File: config.mk
export PLATFORM = sky130hd
export DESIGN_NAME = uart_frame_rx
export DESIGN_NICKNAME = d
export VERILOG_FILES = /design/src/rtl/frame_pkg.sv /design/src/rtl/crc16_ccitt_byte.sv /design/src/rtl/uart_frame_rx.sv
export SDC_FILE = /design/constraint.sdc
export NUM_CORES = 1
export LEC_CHECK = 0
export ABC_AREA = 1
export CAP_MARGIN = 20
export CORE_UTILIZATION = 25
export CTS_BUF_LIST = sky130_fd_sc_hd__clkbuf_2 sky130_fd_sc_hd__clkbuf_4 sky130_fd_sc_hd__clkbuf_8
export DETAILED_ROUTE_END_ITERATION = 12
export PLACE_DENSITY = 0.46
export SLEW_MARGIN = 20
export SYNTH_ARGS = -nofsm -noshare
export SYNTH_HDL_FRONTEND = slang
export SYNTH_SLANG_ARGS = --single-unit
File: constraint.sdc
create_clock -name CLK -period 3.18 [get_ports CLK]
set_clock_uncertainty 0.15 [all_clocks]
set_input_delay 0.636 -clock CLK [delete_from_list [all_inputs] [get_ports CLK]]
set_output_delay 0.636 -clock CLK [all_outputs]
set_load 0.05 [all_outputs]
File: src/rtl/frame_pkg.sv
// Shared constants and types for the magic-number frame link.
// Used by the receive deframer and the CRC helper.
package frame_pkg;

    localparam logic [7:0]  MAGIC_B0    = 8'hDA;
    localparam logic [7:0]  MAGIC_B1    = 8'hBB;
    localparam logic [7:0]  MAGIC_B2    = 8'hAD;
    localparam logic [7:0]  MAGIC_B3    = 8'h00;
    localparam logic [31:0] MAGICNUMBER = 32'hDABBAD00;

    localparam logic [7:0]  ACK = 8'h06;
    localparam logic [7:0]  NAK = 8'h15;

    localparam logic [15:0] CRC_POLY = 16'h1021;
    localparam logic [15:0] CRC_INIT = 16'hFFFF;

    typedef enum logic [1:0] {
        HUNT    = 2'd0,
        PAYLOAD = 2'd1,
        CRC_HI  = 2'd2,
        CRC_LO  = 2'd3
    } frame_state_e;

    function automatic logic [7:0] magic_byte(input logic [1:0] idx);
        logic [7:0] b;
        unique case (idx)
            2'd0:    b = MAGIC_B0;
            2'd1:    b = MAGIC_B1;
            2'd2:    b = MAGIC_B2;
            default: b = MAGIC_B3;
        endcase
        return b;
    endfunction

endpackage

File: src/rtl/crc16_ccitt_byte.sv
// One-byte combinational step of CRC-16/CCITT-FALSE, MSB first.
// Shared with the frame transmitter.
module crc16_ccitt_byte
    import frame_pkg::*;
(
    input  logic [15:0] i_crc,
    input  logic [7:0]  i_data,
    output logic [15:0] o_crc
);

    logic [15:0] w_crc;

    always_comb begin
        w_crc = i_crc ^ {i_data, 8'h00};
        for (int i = 0; i < 8; i++) begin
            if (w_crc[15]) begin
                w_crc = {w_crc[14:0], 1'b0} ^ CRC_POLY;
            end else begin
                w_crc = {w_crc[14:0], 1'b0};
            end
        end
        o_crc = w_crc;
    end

endmodule

File: src/rtl/uart_frame_rx.sv
// Deframer: hunts DA BB AD 00, collects payload + CRC-16, checks it.
// Define FRAME_ACK_EN to emit ACK/NAK codes toward uart_tx.
module uart_frame_rx
    import frame_pkg::*;
#(
    parameter int PAYLOAD_BYTES  = 4,
    parameter int TIMEOUT_CYCLES = 16000
) (
    input  logic                       CLK,
    input  logic                       rst_n,
    input  logic                       rx_data_ready,
    input  logic [7:0]                 rx_data,
    output logic [8*PAYLOAD_BYTES-1:0] payload,
    output logic                       frame_valid,
    output logic                       crc_error,
    output logic                       timeout,
    output logic                       busy,
    output logic                       ack_valid,
    output logic [7:0]                 ack_byte
);

    localparam int PW = 8 * PAYLOAD_BYTES;
    localparam int CW = (PAYLOAD_BYTES > 1) ? $clog2(PAYLOAD_BYTES) : 1;
    localparam int IW = $clog2(TIMEOUT_CYCLES + 1);

    localparam logic [CW-1:0] LAST_IDX = CW'(PAYLOAD_BYTES - 1);
    localparam logic [IW-1:0] TMO_MAX  = IW'(TIMEOUT_CYCLES);
    localparam logic [IW-1:0] TMO_LAST = IW'(TIMEOUT_CYCLES - 1);

    frame_state_e  r_state;
    logic [1:0]    r_hdr_idx;
    logic [CW-1:0] r_cnt;
    logic [15:0]   r_crc;
    logic [7:0]    r_crc_hi;
    logic [PW-1:0] r_shadow;
    logic [PW-1:0] r_payload;
    logic [IW-1:0] r_idle;
    logic          r_frame_valid;
    logic          r_crc_error;
    logic          r_timeout;

    frame_state_e  w_state;
    logic [1:0]    w_hdr_idx;
    logic [CW-1:0] w_cnt;
    logic [15:0]   w_crc;
    logic [7:0]    w_crc_hi;
    logic [PW-1:0] w_shadow;
    logic [PW-1:0] w_payload;
    logic [IW-1:0] w_idle;
    logic          w_good;
    logic          w_bad;
    logic          w_expire;
    logic [15:0]   w_crc_next;

    crc16_ccitt_byte u_crc (
        .i_crc  (r_crc),
        .i_data (rx_data),
        .o_crc  (w_crc_next)
    );

    // A byte landing on the expiry cycle suppresses the timeout.
    assign w_expire = (r_state != HUNT) && !rx_data_ready
                      && (r_idle == TMO_LAST);

    always_comb begin
        if (rx_data_ready || (r_state == HUNT)) begin
            w_idle = '0;
        end else if (r_idle != TMO_MAX) begin
            w_idle = r_idle + 1'b1;
        end else begin
            w_idle = r_idle;
        end
    end

    always_comb begin
        w_state   = r_state;
        w_hdr_idx = r_hdr_idx;
        w_cnt     = r_cnt;
        w_crc     = r_crc;
        w_crc_hi  = r_crc_hi;
        w_shadow  = r_shadow;
        w_payload = r_payload;
        w_good    = 1'b0;
        w_bad     = 1'b0;

        if (w_expire) begin
            w_state   = HUNT;
            w_hdr_idx = 2'd0;
        end else if (rx_data_ready) begin
            unique case (r_state)
                HUNT: begin
                    if (rx_data == magic_byte(r_hdr_idx)) begin
                        if (r_hdr_idx == 2'd3) begin
                            w_state   = PAYLOAD;
                            w_hdr_idx = 2'd0;
                            w_cnt     = '0;
                            w_crc     = CRC_INIT;
                        end else begin
                            w_hdr_idx = r_hdr_idx + 2'd1;
                        end
                    end else if (rx_data == MAGIC_B0) begin
                        w_hdr_idx = 2'd1;
                    end else begin
                        w_hdr_idx = 2'd0;
                    end
                end
                PAYLOAD: begin
                    for (int i = 0; i < PAYLOAD_BYTES; i++) begin
                        if (r_cnt == CW'(i)) begin
                            w_shadow[8*i +: 8] = rx_data;
                        end
                    end
                    w_crc = w_crc_next;
                    if (r_cnt == LAST_IDX) begin
                        w_state = CRC_HI;
                    end else begin
                        w_cnt = r_cnt + 1'b1;
                    end
                end
                CRC_HI: begin
                    w_crc_hi = rx_data;
                    w_state  = CRC_LO;
                end
                CRC_LO: begin
                    w_state   = HUNT;
                    w_hdr_idx = 2'd0;
                    if ({r_crc_hi, rx_data} == r_crc) begin
                        w_payload = r_shadow;
                        w_good    = 1'b1;
                    end else begin
                        w_bad = 1'b1;
                    end
                end
                default: begin
                    w_state   = HUNT;
                    w_hdr_idx = 2'd0;
                end
            endcase
        end
    end

    always_ff @(posedge CLK) begin
        if (!rst_n) begin
            r_state <= HUNT;
        end else begin
            r_state <= w_state;
        end
    end

    always_ff @(posedge CLK) begin
        if (!rst_n) begin
            r_hdr_idx     <= 2'd0;
            r_cnt         <= '0;
            r_crc         <= CRC_INIT;
            r_crc_hi      <= 8'h00;
            r_shadow      <= '0;
            r_payload     <= '0;
            r_idle        <= '0;
            r_frame_valid <= 1'b0;
            r_crc_error   <= 1'b0;
            r_timeout     <= 1'b0;
        end else begin
            r_hdr_idx     <= w_hdr_idx;
            r_cnt         <= w_cnt;
            r_crc         <= w_crc;
            r_crc_hi      <= w_crc_hi;
            r_shadow      <= w_shadow;
            r_payload     <= w_payload;
            r_idle        <= w_idle;
            r_frame_valid <= w_good;
            r_crc_error   <= w_bad;
            r_timeout     <= w_expire;
        end
    end

    assign payload     = r_payload;
    assign frame_valid = r_frame_valid;
    assign crc_error   = r_crc_error;
    assign timeout     = r_timeout;
    assign busy        = (r_state != HUNT);

`ifdef FRAME_ACK_EN
    logic       r_ack_valid;
    logic [7:0] r_ack_byte;

    always_ff @(posedge CLK) begin
        if (!rst_n) begin
            r_ack_valid <= 1'b0;
            r_ack_byte  <= 8'h00;
        end else begin
            r_ack_valid <= w_good | w_bad;
            if (w_good) begin
                r_ack_byte <= ACK;
            end else if (w_bad) begin
                r_ack_byte <= NAK;
            end
        end
    end

    assign ack_valid = r_ack_valid;
    assign ack_byte  = r_ack_byte;
`else
    assign ack_valid = 1'b0;
    assign ack_byte  = 8'h00;
`endif

endmodule
==> impl_metrics.py <==
metrics = {
    "sta": {
        "whs_ps": 303,
        "final_hold_viol_count": 0,
        "rsz0062_at_grt": "false",
        "worstMarginPinSlew_ps": 525,
        "final_max_slew_viol_count": 0,
        "slew_headroom_pct": 64.9,
        "setup_tns_ps": 0,
        "period_needed_ps": 2820,
        "post-route-period-util_pct": 88.8,
        "fmax_ghz": 0.354,
        "setup_viol": 0,
    },
    "cells_and_area": {
        "nNetsFinal": 826,
        "final_area_mm2": 0.00632,
        "diodes": 0,
        "final.fill_count": 2281,
        "drive_gt1_share_pct": 9.57,
        "area_delta_synth_final_pct": 16.7,
    },
    "synth": {
        "yosys.area.top_type": "dfxtp_1",
        "synth.distinct_cells": 34,
        "synth_top_cell_area_share_pct": 41.0,
        "avgSynthCellArea_um2": 7.09,
        "yosysSeqAreaShare_pct": 41.0,
        "yosysWarnings": 0,
        "synth_area_mm2": 0.00542,
        "synth_cells": 764,
        "synth.area.top_cells": "dfxtp_1, nand2_1, inv_1, nor2_1, a21oi_1",
        "ys_seq_elements": 111,
    },
    "run": {
        "drv_cap": 0,
    },
    "global_route": {
        "grt_max_degree": 66,
        "overflow": 0,
        "antenna_found_initial": 0,
        "grt_pass1_wl_um": 21300,
        "grt_pass1_vias": 4172,
        "grtUsageTotal_pct": 12.3,
    },
    "routing": {
        "first_iter_violations": 202,
        "drc": 0,
        "routedWlPerCell_um": 11.8,
        "drt_pass1_iterations": 4,
        "vias": 4402,
        "avgViaCountPerCell": 4.08,
        "wl_met2_um": 5970,
        "m1WireLength_um": 6040,
        "wl_met3_um": 509,
        "top_layer_used": "met4",
        "routed_wl_um": 12800,
        "ant_nets": 0,
    },
    "clocking": {
        "cts_num_sinks": 111,
        "htree_levels": 3,
        "ctsHoldBuffers": 0,
        "post_cts_buffers": 0,
        "cts_tree": "done",
        "clockBufferDepth": 2,
        "clk_pin_slew_ps": 110,
        "cts_buffers": 9,
        "clockRootBuffer": "clkbuf_8",
        "clkLatencyLatePin_ps": 390,
        "ctsResizeCount": 0,
    },
    "placed_design": {
        "dp_hpwl_um": 9090,
        "gp_congestion": 0.771,
        "placed_area_mm2": 0.00614,
        "port_buffers": 46,
    },
    "worst_hold_path": {
        "hold_end": "r_shadow[24]",
        "hold_depth": 2,
        "hold_class": "flop to flop",
        "worstHoldStart": "r_shadow[24]",
    },
    "power_and_ir_drop": {
        "peakVddDrop_mv": 0.164,
        "cellPowerDensity_mw_per_mm2": 370,
        "p_leak_uw": 0.00272,
    },
    "floorplanning": {
        "die_w_um": 149,
        "die_area_mm2": 0.0223,
        "core_mm2": 0.0212,
        "num_rows": 53,
        "pin_count": 56,
        "die_h_um": 149,
        "initial_core_util_pct": 25.6,
    },
    "setup_path": {
        "path_class": "flop to output port",
        "r2r_start": "r_hdr_idx[0]",
        "required_ps": 2390,
        "reg2regPathDepth": 11,
        "regToRegSetupSlack_ps": 920,
        "critPathMaxFanout": 6,
        "r2r_end": "r_crc[9]",
        "critPathArrivalTime_ps": 2040,
        "endpoint_kind": "output port",
        "worst_setup_path_start_kind": "flop",
    },
    "status": {
        "status": "completed",
    },
}
## sequential cells by signal, indices dropped and copies added, names as in the netlist
name and flops:
payload 32, r_shadow 32, r_crc 16, r_idle 14, r_crc_hi 8, r_cnt 2
r_hdr_idx 2, r_state 2, crc_error 1, frame_valid 1, timeout 1
## how the worst max path moves through the flow
stage                    start         to  slack, ps
floorplan           rx_data[5]  r_crc[11]       1130
global placement    rx_data[4]   r_crc[9]        370
detailed placement  rx_data[4]   r_crc[9]        320
CTS                 r_state[0]       busy        310
global route        r_state[0]       busy        210
finish              r_state[0]       busy        360
## critical path, stage by stage (launching register included)
cell	delay [ps]
dfxtp_1	380
inv_1	90
ha_1	300
inv_1	90
clkdlybuf4s50_1	800
## through the flow
stage	util (%)	instances	setup slack, ps	total power (µW)
global placement	29.0	1065	372	1560
detailed placement	29.0	1065	315	1560
finish	29.9	1080	356	2340
CTS	29.9	1080	311	2390
floorplan	-	772	1130	1530
global route	29.9	1080	208	2450
## power by group
part / internal [µW] / total (µW) / switching [µW]
combinational: 39.1 / 138 / 98.6
sequential: 1390 / 1390 / 0.0502
clock: 294 / 813 / 519
total: 1720 / 2340 / 618
## cells in the mapped netlist (all sizes together)
cell type  instances
nor4b              1
o31ai              1
buf               27
nand2            171
or2                8
inv              109
ha                14
nand3b             2
clkinv             1
xnor2             25
nand3             38
and2               1
a21oi             56
nor3               3
and3               1
a211oi             2
nor4               1
dfxtp            111
o211ai             1
o21ai             53
nor2             106
conb               1
xor2               2
nand4             10
clkbuf            19
## area by class of cell
cell class,instances,area [µm²],area share (%)
clock buffer,9,124,1.96
clock inverter,6,52.6,0.832
inverter,110,413,6.53
multi-input combinational,505,2560,40.5
sequential,111,2220,35.2
tap,275,344,5.45
timing repair buffer,64,603,9.54
## cell usage in the layout, fill, tap and decap left out, drive strengths merged, types with 3 or more instances in the layout
cell type,count
clkbuf,9
inv,112
nand3,38
nor3,3
nand2,171
conb,9
a21oi,56
clkdlybuf4s50,45
xnor2,25
dfxtp,111
nand4,10
nor2,106
o21ai,53
buf,19
ha,14
or2,8
## logic make-up (layout without fill, tap and decap cells)
| logic type | Yosys count | after routing | share of synthesized area, % |
|---|---|---|---|
| simple gates | 342 | 342 | 28.4 |
| xor+xnor | 27 | 27 | 4.37 |
| compound gates | 113 | 113 | 10.6 |
| buf+inv | 156 | 189 | 12.3 |
| fa+ha+maj | 14 | 14 | 3.23 |
| other cells | 1 | 9 | 0.0692 |
| flops | 111 | 111 | 41.0 |
## metal layers
metal,global-route usage (%),up-vias
li1,-,2407
met2,20.5,69
met1,15.4,1912
met3,3.09,14
met5,0,-
met4,3.83,0
No activity file was read; power rests on OpenSTA's default activity.
